===== config.mk =====
export PLATFORM = sky130hd
export DESIGN_NAME = router_pkt_source
export DESIGN_NICKNAME = d
export VERILOG_FILES = /design/src/rtl/router_pkt_source.sv
export SDC_FILE = /design/constraint.sdc
export NUM_CORES = 1
export LEC_CHECK = 0
export ABC_AREA = 1
export BUFFER_PORTS_ARGS = -buffer_cell sky130_fd_sc_hd__buf_2
export CORE_UTILIZATION = 28
export DETAILED_ROUTE_END_ITERATION = 8
export PLACE_DENSITY = 0.52
export SYNTH_ARGS = -nofsm -noshare
export SYNTH_HDL_FRONTEND = slang
export SYNTH_SLANG_ARGS = --single-unit
export TNS_END_PERCENT = 1

===== constraint.sdc =====
create_clock -name clk -period 7.4 [get_ports clk]
set_input_delay 1.48 -clock clk [delete_from_list [all_inputs] [get_ports clk]]
set_output_delay 1.48 -clock clk [all_outputs]
set_load 0.05 [all_outputs]

===== src/rtl/router_pkt_source.sv =====
// Packet source for the router input port: buffers host payload bytes, then sends
// header {len,addr}, the payload and an XOR parity byte while honouring router busy.
module router_pkt_source #(
  parameter int LEN_W  = 6,
  parameter int ADDR_W = 2,
  parameter int DATA_W = 8
) (
  input  logic              clk,
  input  logic              rst,
  input  logic              wr_en,
  input  logic [DATA_W-1:0] wr_data,
  output logic [LEN_W:0]    buf_count,
  output logic              buf_full,
  input  logic              start,
  input  logic [ADDR_W-1:0] dest_addr,
  input  logic              corrupt_parity,
  output logic              ready,
  output logic              start_err,
  input  logic              busy,
  output logic              packet_valid,
  output logic [DATA_W-1:0] data_out,
  output logic              done
);

  localparam logic [LEN_W:0] FULL_CNT = {1'b0, {LEN_W{1'b1}}};

  typedef enum logic [1:0] {IDLE, HEADER, PAYLOAD, PARITY} state_t;

  state_t state, state_next;

  logic [DATA_W-1:0] mem [0:(2**LEN_W)-1];
  logic [LEN_W-1:0]  wr_ptr, wr_ptr_next;
  logic [LEN_W-1:0]  rd_ptr, rd_ptr_next;
  logic [LEN_W-1:0]  remain, remain_next;
  logic [LEN_W:0]    count_next;
  logic [DATA_W-1:0] acc, acc_next;
  logic [DATA_W-1:0] data_next;
  logic              corrupt, corrupt_next;
  logic              pv_next, ready_next, done_next, err_next, full_next;
  logic              push, pop;
  logic [DATA_W-1:0] head_byte;

  assign head_byte = mem[rd_ptr];

  always_comb begin
    state_next   = state;
    wr_ptr_next  = wr_ptr;
    rd_ptr_next  = rd_ptr;
    remain_next  = remain;
    acc_next     = acc;
    data_next    = data_out;
    corrupt_next = corrupt;
    pv_next      = packet_valid;
    ready_next   = ready;
    done_next    = 1'b0;
    err_next     = 1'b0;
    push         = 1'b0;
    pop          = 1'b0;

    case (state)
      IDLE: begin
        // start takes priority over a simultaneous write, even when rejected
        if (start) begin
          if (buf_count != '0 && dest_addr != '1) begin
            state_next   = HEADER;
            data_next    = {buf_count[LEN_W-1:0], dest_addr};
            acc_next     = {buf_count[LEN_W-1:0], dest_addr};
            remain_next  = buf_count[LEN_W-1:0];
            corrupt_next = corrupt_parity;
            pv_next      = 1'b1;
            ready_next   = 1'b0;
          end else begin
            err_next = 1'b1;
          end
        end else if (wr_en && buf_count != FULL_CNT) begin
          push = 1'b1;
        end
      end
      HEADER: begin
        if (!busy) begin
          pop         = 1'b1;
          data_next   = head_byte;
          acc_next    = acc ^ head_byte;
          remain_next = remain - 1'b1;
          state_next  = PAYLOAD;
        end
      end
      PAYLOAD: begin
        if (!busy) begin
          if (remain == '0) begin
            state_next = PARITY;
            pv_next    = 1'b0;
            data_next  = corrupt ? ~acc : acc;
          end else begin
            pop         = 1'b1;
            data_next   = head_byte;
            acc_next    = acc ^ head_byte;
            remain_next = remain - 1'b1;
          end
        end
      end
      PARITY: begin
        if (!busy) begin
          state_next = IDLE;
          done_next  = 1'b1;
          data_next  = '0;
          ready_next = 1'b1;
        end
      end
      default: state_next = IDLE;
    endcase

    if (push) wr_ptr_next = wr_ptr + 1'b1;
    if (pop)  rd_ptr_next = rd_ptr + 1'b1;

    count_next = buf_count;
    if (push)     count_next = buf_count + 1'b1;
    else if (pop) count_next = buf_count - 1'b1;
    full_next = (count_next == FULL_CNT);
  end

  always_ff @(posedge clk) begin
    if (push) mem[wr_ptr] <= wr_data;
  end

  always_ff @(posedge clk or posedge rst) begin
    if (rst) begin
      state        <= IDLE;
      wr_ptr       <= '0;
      rd_ptr       <= '0;
      remain       <= '0;
      buf_count    <= '0;
      buf_full     <= 1'b0;
      acc          <= '0;
      corrupt      <= 1'b0;
      data_out     <= '0;
      packet_valid <= 1'b0;
      ready        <= 1'b1;
      done         <= 1'b0;
      start_err    <= 1'b0;
    end else begin
      state        <= state_next;
      wr_ptr       <= wr_ptr_next;
      rd_ptr       <= rd_ptr_next;
      remain       <= remain_next;
      buf_count    <= count_next;
      buf_full     <= full_next;
      acc          <= acc_next;
      corrupt      <= corrupt_next;
      data_out     <= data_next;
      packet_valid <= pv_next;
      ready        <= ready_next;
      done         <= done_next;
      start_err    <= err_next;
    end
  end

endmodule

==> Flow_metrics.wiki, run 1 <==
{| class="wikitable"
! Metric !! Value
|-
| Status || finished clean
|-
| Antenna cells || 0
|-
| Number of cells upsized or downsized after cts || 0
|-
| Post-synthesis sequential area ratio || 0.672
|-
| Initial cell density of the core || 0.284
|-
| Layout Area Growth over Synthesis || 12.6%
|-
| Unrepaired setup endpoints after global routing || no
|-
| Cell internal power dissipation || 0.00633 W
|-
| Port Buffers || 35
|-
| Vias in the first global route || 16300
|-
| Die Span X || 299 um
|-
| TritonCTS clock tree || built
|-
| Worst EP required || 7.64 ns
|-
| Number of sinks driven by the clock tree || 561
|-
| Hold crit path type || reg2reg
|-
| Vertical die dimension || 299 um
|-
| GRT overflow || 0
|-
| Post-Synthesis Mean Instance Area || 10.3 um2
|-
| Max rail drop VDD || 297 uV
|-
| Headroom to the max-slew limit || 0.187
|-
| Detailed-route vias per instance || 4.51
|-
| Die footprint || 0.0894 mm2
|-
| Gate count after technology mapping || 2389
|-
| Net switching power || 0.00413 W
|-
| Detailed-route wire length || 65100 um
|-
| Setup tns final || 0 ns
|-
| Portion of total power attributed to sequential cells || 0.368
|-
| Net count after synthesis || 2416
|-
| Overall Global Routing Usage || 0.147
|-
| Leakage dissipation || 10.9 nW
|-
| Wire length of the first global-routing pass || 100000 um
|-
| Routed via count || 16200
|-
| Root Driver || clkbuf_16
|-
| DRC || 0
|-
| Minimum clock period || 3.56 ns
|-
| Average wire per cell in the routed design || 18.1 um
|-
| Number of antenna-violating nets in the routed design || 0
|-
| Placer Congestion || 0.801
|-
| Part of the total power dissipated in the clock network || 0.283
|-
| Post-CTS Setup Inserts || 0
|-
| Crit Path Category || in2reg
|-
| Insertion delay of the later-clocked pin in the worst-skew pair || 0.64 ns
|-
| Final standard cell utilization of the core || 0.319
|-
| Worst Tran Pin Value || 1.22 ns
|-
| Maximum buffer depth of the clock tree || 3
|-
| Count of final setup violators || 0
|-
| Largest net degree at the start of global routing || 188
|-
| Clock Skew || 0.0379 ns
|-
| Endpoint class of the critical path || register
|-
| Final Hold Viols || 0
|-
| Share of the clock period used by the worst path after layout || 0.481
|-
| Dpl hpwl || 37300 um
|-
| Nets || 2415
|-
| Switching power share of the total || 0.395
|-
| FF+latch count, synth || 561
|-
| TritonCTS buffer count || 58
|-
| Type of origin of the critical path || input pin
|-
| Area of the placeable core || 0.0870 mm2
|-
| Post-CTS Hold Buffers || 0
|-
| Boundary Pins || 36
|-
| Number of distinct library cells after synthesis || 38
|-
| Number of optimization iterations in the first detailed-route pass || 7
|-
| H-tree depth reported by CTS || 2
|-
| Comb pwr share || 0.349
|-
| Warning count from the yosys run || 0
|-
| Post-CTS clock slew at the launch and capture registers of the worst setup and hold paths || 0.06 ns
|-
| Power per unit of standard cell area || 376 mW/mm2
|-
| DRC violation total after the first TritonRoute iteration || 1302
|-
| Maximum achievable frequency || 0.281 GHz
|-
| # rows || 108
|-
| Arr. time, crit path || 3.80 ns
|-
| Max Slew Vio Count || 0
|-
| Netlist area before placement || 0.0247 mm2
|-
| Layout cell share with drive strength beyond 1 || 0.0740
|-
| Number of max-capacitance violations reported || 0
|-
| Crit Path Max Fanout || 15
|-
| Antenna violations before repair || 0
|}
-- through the flow --
stage / worst slack (ns) / instance area, um2 / power (W) / std cells / hold WS (ns)
CTS: 3.85 / 27800 / 0.0105 / 3589 / 0.490
finish: 3.84 / 27800 / 0.0105 / 3589 / 0.487
detailed placement: 3.23 / 25900 / 0.00757 / 3483 / 0.474
global placement: 3.26 / 25900 / 0.00757 / 3483 / 0.466
global route: 3.60 / 27800 / 0.0111 / 3589 / 0.510
floorplan: 4.21 / 24700 / 0.00655 / 2389 / 0.502
-- logic make-up (layout without fill, tap and decap cells) --
family          Yosys count  in the layout  share of synthesized area
simple gates           1324           1324                      0.223
flops                   561            561                      0.672
buf+inv                 347            392                     0.0610
compound gates          119            119                     0.0288
xor+xnor                 26             26                    0.00922
fa+ha+maj                11             11                    0.00557
mux                       1              1                   0.000456
-- final timing paths --
| check | from | endpoint | slack (ns) | cells after the start |
|---|---|---|---|---|
| hold reg to reg | data_out[3] | data_out[3] | 0.49 | 2 |
| setup / recovery | start | mem[16][5] | 3.84 | 8 |
| hold / removal | data_out[3] | data_out[3] | 0.49 | 2 |
| setup reg to reg | state[0] | mem[16][5] | 3.85 | 10 |
| min in group asynchronous | rst | wr_ptr[3] | 1.05 | 3 |
| max in group asynchronous | rst | rd_ptr[1] | 5.83 | 3 |
-- synthesized netlist by cell type (all sizes together) --
master     n  area, um2
clkinv     4       15.0
nand4     11        113
inv      226        851
o21ai     31        166
clkbuf    28        105
a32o       1       10.0
xor2      26        228
edfxtp   512      15400
a21boi     1       18.8
a21oi     54        274
dfstp      1       26.3
or2        2       12.5
mux2       1       11.3
a22oi      6       45.0
o31ai      1       7.51
ha        11        138
o2111ai    1       8.76
dfrtp     48       1200
nand2    832       3150
buf       89        536
nor2     171        649
o211ai    24        180
nand3    299       1520
nor3       9       55.1
-- worst max-delay path, cell delays in order --
cell      delay (ns)
buf_2           0.10
nor2_1          0.24
nand2_1         0.12
clkinv_1        0.10
o21ai_4         0.12
inv_2           0.28
nand4_2         0.59
nor2_1          0.77
-- per-layer routing --
metal | up-vias | global-route usage | share of wire
li1 | 7920 | - | -
met1 | 7776 | 0.195 | 0.45
met2 | 380 | 0.243 | 0.48
met3 | 107 | 0.0201 | 0.041
met4 | 0 | 0.0547 | 0.033
met5 | - | 0 | 0
-- layout by cell type (no fill, tap or decap), drive strengths merged, types with 23 or more instances in the layout --
master,n
nand2,832
edfxtp,512
a21oi,54
clkinv,23
buf,56
xor2,26
o21ai,31
dfrtp,48
nand3,299
clkbuf,72
nor2,171
inv,228
o211ai,24
-- power groups by stage --
stage | Clock (W) | Sequential, W | Combinational (W)
final | 0.00296 | 0.00385 | 0.00365
after detailed placement | 0 | 0.00391 | 0.00366
after global placement | 0 | 0.00392 | 0.00365
after global routing | 0.00312 | 0.00388 | 0.00411
after floorplan | 0 | 0.00391 | 0.00263
after CTS | 0.00302 | 0.00385 | 0.00367
-- state kept, by name (all words and copies together) (netlist names) --
signal,count
wr_ptr,6
remain,6
buf_full,1
done,1
packet_valid,1
ready,1
corrupt,1
start_err,1
state,2
mem,512
rd_ptr,6
acc,8
data_out,8
buf_count,7
-- layout make-up --
| class | instances | area, um2 |
|---|---|---|
| fill | 9018 | 59200 |
| sequential | 561 | 16600 |
| multi-input combinational | 1481 | 6580 |
| clock buffer | 72 | 1570 |
| tap | 1155 | 1450 |
| inverter | 230 | 871 |
| clock inverter | 34 | 370 |
| timing repair buffer | 56 | 358 |
No activity file was read; power rests on OpenSTA's default activity.
==> inputs of run 2 (changes only) <==
--- a/config.mk
+++ b/config.mk
@@ -9,7 +9,7 @@
 export BUFFER_PORTS_ARGS = -buffer_cell sky130_fd_sc_hd__buf_2
 export CORE_UTILIZATION = 28
 export DETAILED_ROUTE_END_ITERATION = 8
-export PLACE_DENSITY = 0.52
+export PLACE_DENSITY = 0.53
 export SYNTH_ARGS = -nofsm -noshare
 export SYNTH_HDL_FRONTEND = slang
 export SYNTH_SLANG_ARGS = --single-unit
==> constraint.sdc (replaced) <==
create_clock -name clk -period 2.9 [get_ports clk]
set_input_delay 0.58 -clock clk [delete_from_list [all_inputs] [get_ports clk]]
set_output_delay 0.58 -clock clk [all_outputs]
set_load 0.05 [all_outputs]
==> Flow_metrics.wiki, run 2 (same netlist as run 1, synthesis figures left out) <==
{| class="wikitable"
! Metric !! Value
|-
| Number of sinks driven by the clock tree || 561 (unchanged)
|-
| Sequence of cells on the critical path || inv_6, buf_12, nand2_1, nand3_1, a21oi_1, nor2_1, nand2_1, nand3_1, nand2_1, nand2_1, nand2_1, nand2_1, nand2_1
|-
| Unrepaired setup endpoints after global routing || no
|-
| Hold Path End || done
|-
| DRC violation total after the first TritonRoute iteration || 1165 (-11%)
|-
| Die Span X || 299 um (unchanged)
|-
| Critical Path Slowest Stage Cell || dfrtp_4
|-
| Cell internal power dissipation || 0.0167 W (+160%)
|-
| Worst flop-to-flop path startpoint || rd_ptr[0]
|-
| Area of the placeable core || 0.0870 mm2 (unchanged)
|-
| Family with the most delay on the worst path || simple AND/OR/NAND/NOR gates
|-
| Boundary Pins || 36 (unchanged)
|-
| Detailed-route wire length || 65900 um (+1.3%)
|-
| Part of the total power dissipated in the clock network || 0.281 (-0.002)
|-
| Setup tns final || 0 ns (unchanged)
|-
| Commonest non-fill, non-tap cell in the layout || nand2_1
|-
| Number of optimization iterations in the first detailed-route pass || 5 (-2)
|-
| Dpl hpwl || 40300 um (+8.1%)
|-
| Endpoint of the worst-slack reg-to-reg timing path || data_out[7]
|-
| Flop2flop setup slack || 0.24 ns (-3.61 ns)
|-
| Endpoint class of the critical path || register
|-
| Library cell appearing most often on the critical path || nand2_1
|-
| Number of cells upsized or downsized after cts || 0 (unchanged)
|-
| Post-CTS Hold Buffers || 1 (+1)
|-
| Share of the clock period used by the worst path after layout || 0.916
|-
| Placer Congestion || 0.810 (+1.1%)
|-
| Number of antenna-violating nets in the routed design || 0 (unchanged)
|-
| Maximum buffer depth of the clock tree || 3 (unchanged)
|-
| TritonCTS buffer count || 59 (+1.7%)
|-
| Post-CTS Setup Inserts || 0 (unchanged)
|-
| Largest net degree at the start of global routing || 97 (-48%)
|-
| Die footprint || 0.0894 mm2 (unchanged)
|-
| Headroom to the max-slew limit || 0.425 (+0.238)
|-
| Switching power share of the total || 0.390 (-0.00448)
|-
| Max rail drop VDD || 706 uV (+140%)
|-
| # rows || 108 (unchanged)
|-
| Leakage dissipation || 11.6 nW (+5.8%)
|-
| Maximum cell stage delay along the critical path || 0.54 ns (-0.23 ns)
|-
| Overall Global Routing Usage || 0.148 (+0.00122)
|-
| Worst Reg2Reg Path Length in Cells || 13 (+3)
|-
| Count of final setup violators || 0 (unchanged)
|-
| Total of fill cells in the finished design || 8919 (-1.1%)
|-
| Comb pwr share || 0.366 (+0.017)
|-
| Worst Tran Pin Value || 0.863 ns (-0.356 ns)
|-
| Average wire per cell in the routed design || 17.8 um (-1.7%)
|-
| Startpoint of the lowest-slack hold path || busy
|-
| Crit Path Max Fanout || 32 (+17)
|-
| Antenna violations before repair || 0 (unchanged)
|-
| TritonCTS clock tree || built
|-
| Number of max-capacitance violations reported || 0 (unchanged)
|-
| Biggest regs || mem: 512 flops, acc: 8 flops, data_out: 8 flops
|-
| Port Buffers || 35 (unchanged)
|-
| Arr. time, crit path || 3.17 ns (-0.63 ns)
|-
| Initial cell density of the core || 0.284 (unchanged)
|-
| Wire length of the first global-routing pass || 101000 um (+0.80%)
|-
| Vertical die dimension || 299 um (unchanged)
|-
| Register bank with the most flops || mem
|-
| Maximum achievable frequency || 0.376 GHz
|-
| Layout cell share with drive strength beyond 1 || 0.111 (+0.0366)
|-
| Commonest non-fill, non-tap cells in the layout || nand2_1 (826), edfxtp_1 (512), nand3_1 (295), inv_1 (221), nor2_1 (168)
|-
| Nets || 2521 (+4.4%)
|-
| Root Driver || clkbuf_16
|-
| Layout Area Growth over Synthesis || 16.7%
|-
| GRT overflow || 0 (unchanged)
|-
| Crit Path Category || reg2reg
|-
| Hold crit path type || in2reg
|-
| Net switching power || 0.0107 W (+160%)
|-
| Number of cells traversed by the worst hold path || 2 (unchanged)
|-
| Worst slack at placement || 0.248 ns (-2.98 ns)
|-
| Cell area after layout || 0.0288 mm2 (+3.6%)
|-
| Largest register FFs || 512 (unchanged)
|-
| Type of origin of the critical path || register
|-
| Max Slew Vio Count || 0 (unchanged)
|-
| Worst EP required || 3.41 ns (-4.23 ns)
|-
| Final Hold Viols || 0 (unchanged)
|-
| Minimum clock period || 2.66 ns
|-
| Post-CTS clock slew at the launch and capture registers of the worst setup and hold paths || 0.06 ns (about the same)
|-
| Status || finished clean
|-
| Detailed-route vias per instance || 4.46 (-1.0%)
|-
| Power per unit of standard cell area || 948 mW/mm2 (+150%)
|-
| Vias in the first global route || 16500 (+1.2%)
|-
| H-tree depth reported by CTS || 2 (unchanged)
|-
| Routed via count || 16500 (+2.0%)
|-
| DRC || 0 (unchanged)
|-
| Final worst setup slack || 0.242 ns (-3.60 ns)
|-
| Insertion delay of the later-clocked pin in the worst-skew pair || 0.64 ns (about the same)
|-
| Clock Skew || 0.0299 ns (-0.00800 ns)
|-
| Number of buffer and inverter stages on the critical path || 2 (-1)
|-
| Area of placed instances || 0.0268 mm2 (+3.8%)
|-
| Portion of total power attributed to sequential cells || 0.353 (-0.015)
|}
## run 2: power by group through the flow
stage	registers, W	logic (W)	clock network (W)
finish	0.00965	0.00999	0.00767
global route	0.00970	0.0112	0.00814
CTS	0.00965	0.0101	0.00782
detailed placement	0.00981	0.0101	0
global placement	0.00981	0.0101	0
floorplan	0.00999	0.00672	0
## run 2: routing by layer
layer	wire, um	global-route usage
met5	0	0
met1	28700	0.191
met4	2290	0.0554
met3	2750	0.0238
met2	32200	0.250
## run 2: final cells by class
type                            count  area, um2  area share
Tap cell                         1155       1450      0.0502
Timing Repair Buffer              161       1350      0.0468
Sequential cell                   561      16600       0.577
Multi-Input combinational cell   1481       6580       0.228
Clock buffer                       72       1550      0.0537
Inverter                          230        871      0.0302
Clock inverter                     37        404      0.0140
Antenna cell                        1       2.50   0.0000869
## run 2: worst register-to-register path: cells and delay by family, from the launching register on
kind,cells,cell delay [ns]
AND/OR/NAND/NOR,10,1.36
buffers and inverters,2,0.56
flip-flops,1,0.54
AO/OA/AOI/OAI,1,0.10
## run 2: worst max path at each step
stage	start	endpoint	slack, ns	cells past startpoint
after floorplan	buf_count[1]	mem[15][0]	0.36	8
after global placement	state[0]	mem[45][6]	0.32	13
after detailed placement	state[0]	mem[45][7]	0.25	13
after CTS	state[0]	mem[45][4]	0.26	13
after global routing	rd_ptr[0]	acc[1]	0.1	15
final	rd_ptr[0]	data_out[7]	0.24	13
## run 2: per-stage QoR
step | std cells | total power (W) | hold slack (ns) | utilization
6_report | 3698 | 0.0273 | 0.208 | 0.331
2_1_floorplan | 2389 | 0.0167 | 0.502 | -
3_5_place_dp | 3587 | 0.0199 | 0.431 | 0.308
5_1_grt | 3697 | 0.0290 | 0.193 | 0.331
4_1_cts | 3697 | 0.0276 | 0.173 | 0.331
3_3_place_gp | 3587 | 0.0199 | 0.428 | 0.308
